`src/rtl/pdp_wdma_pack_if.sv`:
```
// pdp_wdma_pack_if: element stream in (pdp_dp2wdma) and packed DMA write request out
interface pdp_wdma_pack_if #(parameter int PACK_NUM = 8);
  logic                  pdp_dp2wdma_valid;
  logic                  pdp_dp2wdma_ready;
  logic [7:0]            pdp_dp2wdma_pd;
  logic                  dma_wr_req_valid;
  logic                  dma_wr_req_ready;
  logic [31:0]           dma_wr_req_addr;
  logic [PACK_NUM*8-1:0] dma_wr_req_data;
  logic [PACK_NUM-1:0]   dma_wr_req_mask;
  logic                  dma_wr_req_last;
  modport slave (
    input  pdp_dp2wdma_valid, pdp_dp2wdma_pd, dma_wr_req_ready,
    output pdp_dp2wdma_ready, dma_wr_req_valid, dma_wr_req_addr, dma_wr_req_data,
           dma_wr_req_mask, dma_wr_req_last
  );
  modport master (
    output pdp_dp2wdma_valid, pdp_dp2wdma_pd, dma_wr_req_ready,
    input  pdp_dp2wdma_ready, dma_wr_req_valid, dma_wr_req_addr, dma_wr_req_data,
           dma_wr_req_mask, dma_wr_req_last
  );
endinterface

```
`src/rtl/pdp_wdma_pack.sv`:
```
// pdp_wdma_pack: packs PDP output bytes into PACK_NUM-byte DMA write words with stride-based addressing
module pdp_wdma_pack #(
  parameter int PACK_NUM = 8
) (
  input  logic           nvdla_core_clk,
  input  logic           nvdla_core_rst,
  input  logic           reg2dp_op_en,
  input  logic [12:0]    reg2dp_cube_out_width,
  input  logic [12:0]    reg2dp_cube_out_height,
  input  logic [12:0]    reg2dp_cube_out_channel,
  input  logic [31:0]    reg2dp_dst_base_addr,
  input  logic [31:0]    reg2dp_dst_line_stride,
  input  logic [31:0]    reg2dp_dst_surface_stride,
  pdp_wdma_pack_if.slave bus,
  output logic           wdma_busy,
  output logic           wdma_done
);
  localparam int LG = $clog2(PACK_NUM);
  localparam logic [31:0] AM = ~(32'(PACK_NUM) - 32'd1);
  typedef enum logic [1:0] {IDLE, RUN, DRAIN, DONE} state_t;
  state_t state;
  logic [12:0] w, h, cm, x, y, c;
  logic [31:0] ls, ss, line_base, surf_base;
  logic [PACK_NUM*8-1:0] pack_data, nxt_data;
  logic [PACK_NUM-1:0] pack_mask, nxt_mask;
  logic [LG-1:0] lane;
  logic ready, accept, eol, last_elem, close;
  always_comb begin
    lane      = x[LG-1:0];
    ready     = state == RUN && (!bus.dma_wr_req_valid || bus.dma_wr_req_ready);
    accept    = ready && bus.pdp_dp2wdma_valid;
    eol       = x == w;
    last_elem = eol && y == h && c == cm;
    close     = accept && (eol || &lane);
    nxt_data  = pack_data | ((PACK_NUM*8)'(bus.pdp_dp2wdma_pd) << {lane, 3'b000});
    nxt_mask  = pack_mask | (PACK_NUM'(1) << lane);
  end
  assign bus.pdp_dp2wdma_ready = ready;
  always_ff @(posedge nvdla_core_clk or posedge nvdla_core_rst) begin
    if (nvdla_core_rst) begin
      state                <= IDLE;
      wdma_busy            <= 1'b0;
      wdma_done            <= 1'b0;
      {w, h, cm, x, y, c}  <= '0;
      {ls, ss}             <= '0;
      line_base            <= '0;
      surf_base            <= '0;
      pack_data            <= '0;
      pack_mask            <= '0;
      bus.dma_wr_req_valid <= 1'b0;
      bus.dma_wr_req_addr  <= '0;
      bus.dma_wr_req_data  <= '0;
      bus.dma_wr_req_mask  <= '0;
      bus.dma_wr_req_last  <= 1'b0;
    end else begin
      case (state)
        IDLE: if (reg2dp_op_en) begin
          state     <= RUN;
          wdma_busy <= 1'b1;
          w         <= reg2dp_cube_out_width;
          h         <= reg2dp_cube_out_height;
          cm        <= reg2dp_cube_out_channel;
          ls        <= reg2dp_dst_line_stride & AM;
          ss        <= reg2dp_dst_surface_stride & AM;
          line_base <= reg2dp_dst_base_addr & AM;
          surf_base <= reg2dp_dst_base_addr & AM;
          {x, y, c} <= '0;
          pack_data <= '0;
          pack_mask <= '0;
        end
        RUN: if (accept && last_elem) state <= DRAIN;
        DRAIN: if (bus.dma_wr_req_ready) begin
          state     <= DONE;
          wdma_busy <= 1'b0;
          wdma_done <= 1'b1;
        end
        DONE: begin
          state     <= IDLE;
          wdma_done <= 1'b0;
        end
      endcase
      if (bus.dma_wr_req_ready) bus.dma_wr_req_valid <= 1'b0;
      if (accept) begin
        pack_data <= close ? '0 : nxt_data;
        pack_mask <= close ? '0 : nxt_mask;
        if (eol) begin
          x <= '0;
          if (y < h) begin
            y         <= y + 13'd1;
            line_base <= line_base + ls;
          end else begin
            y         <= '0;
            c         <= c + 13'd1;
            surf_base <= surf_base + ss;
            line_base <= surf_base + ss;
          end
        end else x <= x + 13'd1;
        // A closing element loads the output slot; ready guarantees it is free or leaving
        if (close) begin
          bus.dma_wr_req_valid <= 1'b1;
          bus.dma_wr_req_addr  <= line_base + (32'(x) & AM);
          bus.dma_wr_req_data  <= nxt_data;
          bus.dma_wr_req_mask  <= nxt_mask;
          bus.dma_wr_req_last  <= last_elem;
        end
      end
    end
  end
endmodule

```
`src/flat_wrapper.sv`:
```
// flat-port wrapper written by rule: the top's interface ports become plain ports
module pdp_wdma_pack_flat 
#(
  parameter int PACK_NUM = 8
)
  (nvdla_core_clk, nvdla_core_rst, reg2dp_op_en, reg2dp_cube_out_width, reg2dp_cube_out_height, reg2dp_cube_out_channel, reg2dp_dst_base_addr, reg2dp_dst_line_stride, reg2dp_dst_surface_stride, wdma_busy, wdma_done, bus_pdp_dp2wdma_valid, bus_pdp_dp2wdma_pd, bus_dma_wr_req_ready, bus_pdp_dp2wdma_ready, bus_dma_wr_req_valid, bus_dma_wr_req_addr, bus_dma_wr_req_data, bus_dma_wr_req_mask, bus_dma_wr_req_last);
  pdp_wdma_pack_if #(.PACK_NUM(PACK_NUM)) bus_i ();
  input  logic nvdla_core_clk;
  input  logic nvdla_core_rst;
  input  logic reg2dp_op_en;
  input  logic [12:0] reg2dp_cube_out_width;
  input  logic [12:0] reg2dp_cube_out_height;
  input  logic [12:0] reg2dp_cube_out_channel;
  input  logic [31:0] reg2dp_dst_base_addr;
  input  logic [31:0] reg2dp_dst_line_stride;
  input  logic [31:0] reg2dp_dst_surface_stride;
  output logic wdma_busy;
  output logic wdma_done;
  input wire logic [$bits(bus_i.pdp_dp2wdma_valid)-1:0] bus_pdp_dp2wdma_valid;
  input wire logic [$bits(bus_i.pdp_dp2wdma_pd)-1:0] bus_pdp_dp2wdma_pd;
  input wire logic [$bits(bus_i.dma_wr_req_ready)-1:0] bus_dma_wr_req_ready;
  output wire logic [$bits(bus_i.pdp_dp2wdma_ready)-1:0] bus_pdp_dp2wdma_ready;
  output wire logic [$bits(bus_i.dma_wr_req_valid)-1:0] bus_dma_wr_req_valid;
  output wire logic [$bits(bus_i.dma_wr_req_addr)-1:0] bus_dma_wr_req_addr;
  output wire logic [$bits(bus_i.dma_wr_req_data)-1:0] bus_dma_wr_req_data;
  output wire logic [$bits(bus_i.dma_wr_req_mask)-1:0] bus_dma_wr_req_mask;
  output wire logic [$bits(bus_i.dma_wr_req_last)-1:0] bus_dma_wr_req_last;
  assign bus_i.pdp_dp2wdma_valid = bus_pdp_dp2wdma_valid;
  assign bus_i.pdp_dp2wdma_pd = bus_pdp_dp2wdma_pd;
  assign bus_i.dma_wr_req_ready = bus_dma_wr_req_ready;
  assign bus_pdp_dp2wdma_ready = bus_i.pdp_dp2wdma_ready;
  assign bus_dma_wr_req_valid = bus_i.dma_wr_req_valid;
  assign bus_dma_wr_req_addr = bus_i.dma_wr_req_addr;
  assign bus_dma_wr_req_data = bus_i.dma_wr_req_data;
  assign bus_dma_wr_req_mask = bus_i.dma_wr_req_mask;
  assign bus_dma_wr_req_last = bus_i.dma_wr_req_last;
  pdp_wdma_pack #(.PACK_NUM(PACK_NUM)) u_core (.nvdla_core_clk(nvdla_core_clk), .nvdla_core_rst(nvdla_core_rst), .reg2dp_op_en(reg2dp_op_en), .reg2dp_cube_out_width(reg2dp_cube_out_width), .reg2dp_cube_out_height(reg2dp_cube_out_height), .reg2dp_cube_out_channel(reg2dp_cube_out_channel), .reg2dp_dst_base_addr(reg2dp_dst_base_addr), .reg2dp_dst_line_stride(reg2dp_dst_line_stride), .reg2dp_dst_surface_stride(reg2dp_dst_surface_stride), .bus(bus_i), .wdma_busy(wdma_busy), .wdma_done(wdma_done));
endmodule
```
`config.mk`:
```
export PLATFORM = sky130hd
export DESIGN_NAME = pdp_wdma_pack_flat
export DESIGN_NICKNAME = d
export VERILOG_FILES = /design/src/rtl/pdp_wdma_pack_if.sv /design/src/rtl/pdp_wdma_pack.sv /design/src/flat_wrapper.sv
export SDC_FILE = /design/constraint.sdc
export NUM_CORES = 1
export LEC_CHECK = 0
export BUFFER_PORTS_ARGS = -buffer_cell sky130_fd_sc_hd__buf_2
export CORE_MARGIN = 3
export CORE_UTILIZATION = 60
export DETAILED_ROUTE_END_ITERATION = 12
export PLACE_DENSITY = 0.82
export SYNTH_ARGS = -nofsm -noshare
export SYNTH_HDL_FRONTEND = slang
export SYNTH_SLANG_ARGS = --single-unit
export TNS_END_PERCENT = 5
```
`constraint.sdc`:
```
create_clock -name nvdla_core_clk -period 21.9 [get_ports nvdla_core_clk]
set_input_delay 4.38 -clock nvdla_core_clk [delete_from_list [all_inputs] [get_ports nvdla_core_clk]]
set_output_delay 4.38 -clock nvdla_core_clk [all_outputs]
set_load 0.01 [all_outputs]
```
==> flow_summary.toml <==
[run_status]
status = "complete, no violations"

[yosys]
ys_ff_latch = 382
synth_ff_type = "dfrtp_1"
ys_types = 86
synth_area_um2 = 20200
synth_nets = 2527
synthArstFlopShare_pct = 100
synth_warnings = 0
ys_seq_area_share_pct = 47.2
synth.avg_cell_area_um2 = 8.86
syn_inst = 2285
synth_edf_count = 0

[critical_path]
cpLargestDelayFamily = "simple AND/OR/NAND/NOR gates"
criticalPathCategory = "in2out"
cp-end-kind = "output pin"
critical-path-slowest-cell = "and2_1"
cp.depth = 4
worst-path-buf-inv = 2
worstPathArrival_ns = 4.98
critPathRequiredTime_ns = 17.52
crit_fanout = 4
cp-start-kind = "primary input"
path_common_cell = "buf_2"
crit_chain = "buf_2 > nand2b_1 > and2_1 > buf_2"
r2r_cells = 8
critPathMaxStageDelay_ns = 0.17

[routing]
drt-pass1-iter-count = 5
viasPerCell = 6.01
remaining_drc_errors = 0
routed_wl_um = 54900
vias = 17600
drtIter0Drc = 1386
ant_nets = 0
post_drt_wl_per_cell_um = 18.8

[floorplanning]
die_y_um = 190
dieArea_um2 = 36000
start_util_pct = 61.6
core_area_um2 = 32900
ios = 257
rows = 66
die_w_um = 190

[sta]
min_period_ns = 9.35
worstMarginPinSlew_ns = 1.20
setup_tns_ns = 0
clock-skew-final_ns = 0.0212
fin_ws_ns = 12.55
finalSetupViolCount = 0
timing.final.crit_share_pct = 42.7
finalHoldViolCount = 0
rsz0062_at_grt = "no"
slew_headroom_pct = 20.0
max_freq_ghz = 0.107
finalMaxSlewViolations = 0

[grt]
grt_max_degree = 180
grt_pass1_wl_um = 87900
grt_pass1_vias = 17000
grt_usage_pct = 30.1
antenna_found_initial = 1
grt-ovfl-total = 0

[clock_tree]
cts_hold_buf = 0
post_cts_buffers = 0
htreeDepth = 2
cts_tree = "done"
insertion_delay_ns = 0.55
clock_sinks = 382
ctsLongestPathBuffers = 3
clk_pin_slew_ns = 0.06
post_cts_resized = 0
root_buffer = "clkbuf_16"
cts_buffers = 41

[worst_hold_path]
hold_depth = 2
hold_class = "reg2reg"

[layout]
nNetsFinal = 2688
num_antenna_cells = 0
finish.utilization_pct = 69.9
drive_above_1_share_pct = 15.1
area_growth_pct = 13.5

[power_and_ir_drop]
p_leak_nw = 11.5
ir_drop_uv = 82.3
p_per_area_nw_per_um2 = 135

[place]
dp_slack_ns = 12.55
dp_hpwl_um = 37800
gp_congestion = 0.938
port_buffers = 247

[job]
maxCapViolCount = 0
-- sequential cells by signal (all words and copies together) (netlist names), 2 cells and up --
name	count
u_core.bus.dma_wr_req_data	64
u_core.pack_data	64
u_core.bus.dma_wr_req_addr	32
u_core.line_base	32
u_core.surf_base	32
u_core.ls	29
u_core.ss	29
u_core.c	13
u_core.cm	13
u_core.h	13
u_core.w	13
u_core.x	13
u_core.y	13
u_core.bus.dma_wr_req_mask	8
u_core.pack_mask	8
u_core.state	2
-- synth_stat cells, types with 31 or more instances --
| cell | count | area, um2 |
|---|---|---|
| xnor2_1 | 65 | 569 |
| buf_2 | 34 | 170 |
| a31oi_1 | 88 | 551 |
| inv_1 | 36 | 135 |
| a211oi_1 | 31 | 233 |
| ha_1 | 91 | 1140 |
| dfrtp_1 | 382 | 9560 |
| clkbuf_1 | 85 | 319 |
| and3_1 | 53 | 332 |
| a21oi_1 | 184 | 921 |
| xor2_1 | 32 | 280 |
| nand2_1 | 493 | 1850 |
| o21ai_0 | 227 | 1140 |
| a21o_1 | 34 | 255 |
| nor2_1 | 156 | 586 |
-- worst min-delay path, stage by stage, from the launching register on --
cell and delay (ns):
dfrtp_1 0.34, nand2_1 0.05, nand2_1 0.05
-- cells by family (layout without fill, tap and decap cells) --
kind of cell             count (synthesis)  count (layout)  synth area share, %
buffers and inverters                  182             375                 3.99
AND/OR/NAND/NOR                        848             848                 18.1
flip-flops                             382             382                 47.2
adder cells (fa/ha/maj)                 94              94                 5.92
multiplexers                             7               7                0.346
XOR/XNOR                                97              97                 4.20
AO/OA/AOI/OAI                          675             675                 20.2
-- cell usage in the layout, fill, tap and decap left out, types with 32 or more instances in the layout --
cell and instances:
ha_1 91, xnor2_1 65, and3_1 53, o21ai_0 226, nand2_1 492, a21oi_1 184
dfrtp_1 382, buf_2 247, clkbuf_16 41, a31oi_1 88, xor2_1 32, a21o_1 34
nor2_1 156, inv_1 35
-- final cells by class --
| class | instances | area (um2) |
|---|---|---|
| Timing Repair Buffer | 263 | 1370 |
| Tap cell | 442 | 553 |
| Clock buffer | 57 | 1180 |
| Sequential cell | 382 | 9560 |
| Fill cell | 2598 | 9900 |
| Inverter | 37 | 146 |
| Clock inverter | 18 | 248 |
| Multi-Input combinational cell | 1721 | 9920 |
-- path summary, 6_finish.rpt --
path | from | to | slack [ns]
setup / recovery | bus_dma_wr_req_ready | bus_pdp_dp2wdma_ready | 12.55
hold reg to reg | u_core.bus.dma_wr_req_addr[3] | u_core.bus.dma_wr_req_addr[3] | 0.48
min in group asynchronous | nvdla_core_rst | u_core.w[3] | 4.03
setup reg to reg | u_core.x[2] | u_core.bus.dma_wr_req_data[15] | 18.11
max in group asynchronous | nvdla_core_rst | u_core.y[0] | 16.36
hold / removal | u_core.bus.dma_wr_req_addr[3] | u_core.bus.dma_wr_req_addr[3] | 0.48
-- per-layer routing --
layer	share of wire, %	routed length [um]	up-vias	track usage, %
met5	0.018	10	-	0
met4	3.0	1640	2	9.55
met3	7.8	4280	101	5.51
met2	47	25800	716	49.0
met1	42	23100	8448	41.3
li1	-	-	8296	-
-- through the flow --
| stage | hold slack [ns] | total power, mW | instance area [um2] | std cells |
|---|---|---|---|---|
| after floorplan | 0.440 | 2.02 | 20200 | 2285 |
| after global placement | 0.448 | 2.30 | 21500 | 2845 |
| after detailed placement | 0.462 | 2.35 | 21500 | 2845 |
| after CTS | 0.476 | 3.08 | 23000 | 2920 |
| after global routing | 0.494 | 3.30 | 23000 | 2920 |
| final | 0.476 | 3.09 | 23000 | 2920 |
-- power breakdown --
| part | internal [mW] | switching, mW |
|---|---|---|
| registers | 0.877 | 0.154 |
| clock network | 0.428 | 0.291 |
| logic | 0.509 | 0.833 |
(Power assumes the default switching activity.)
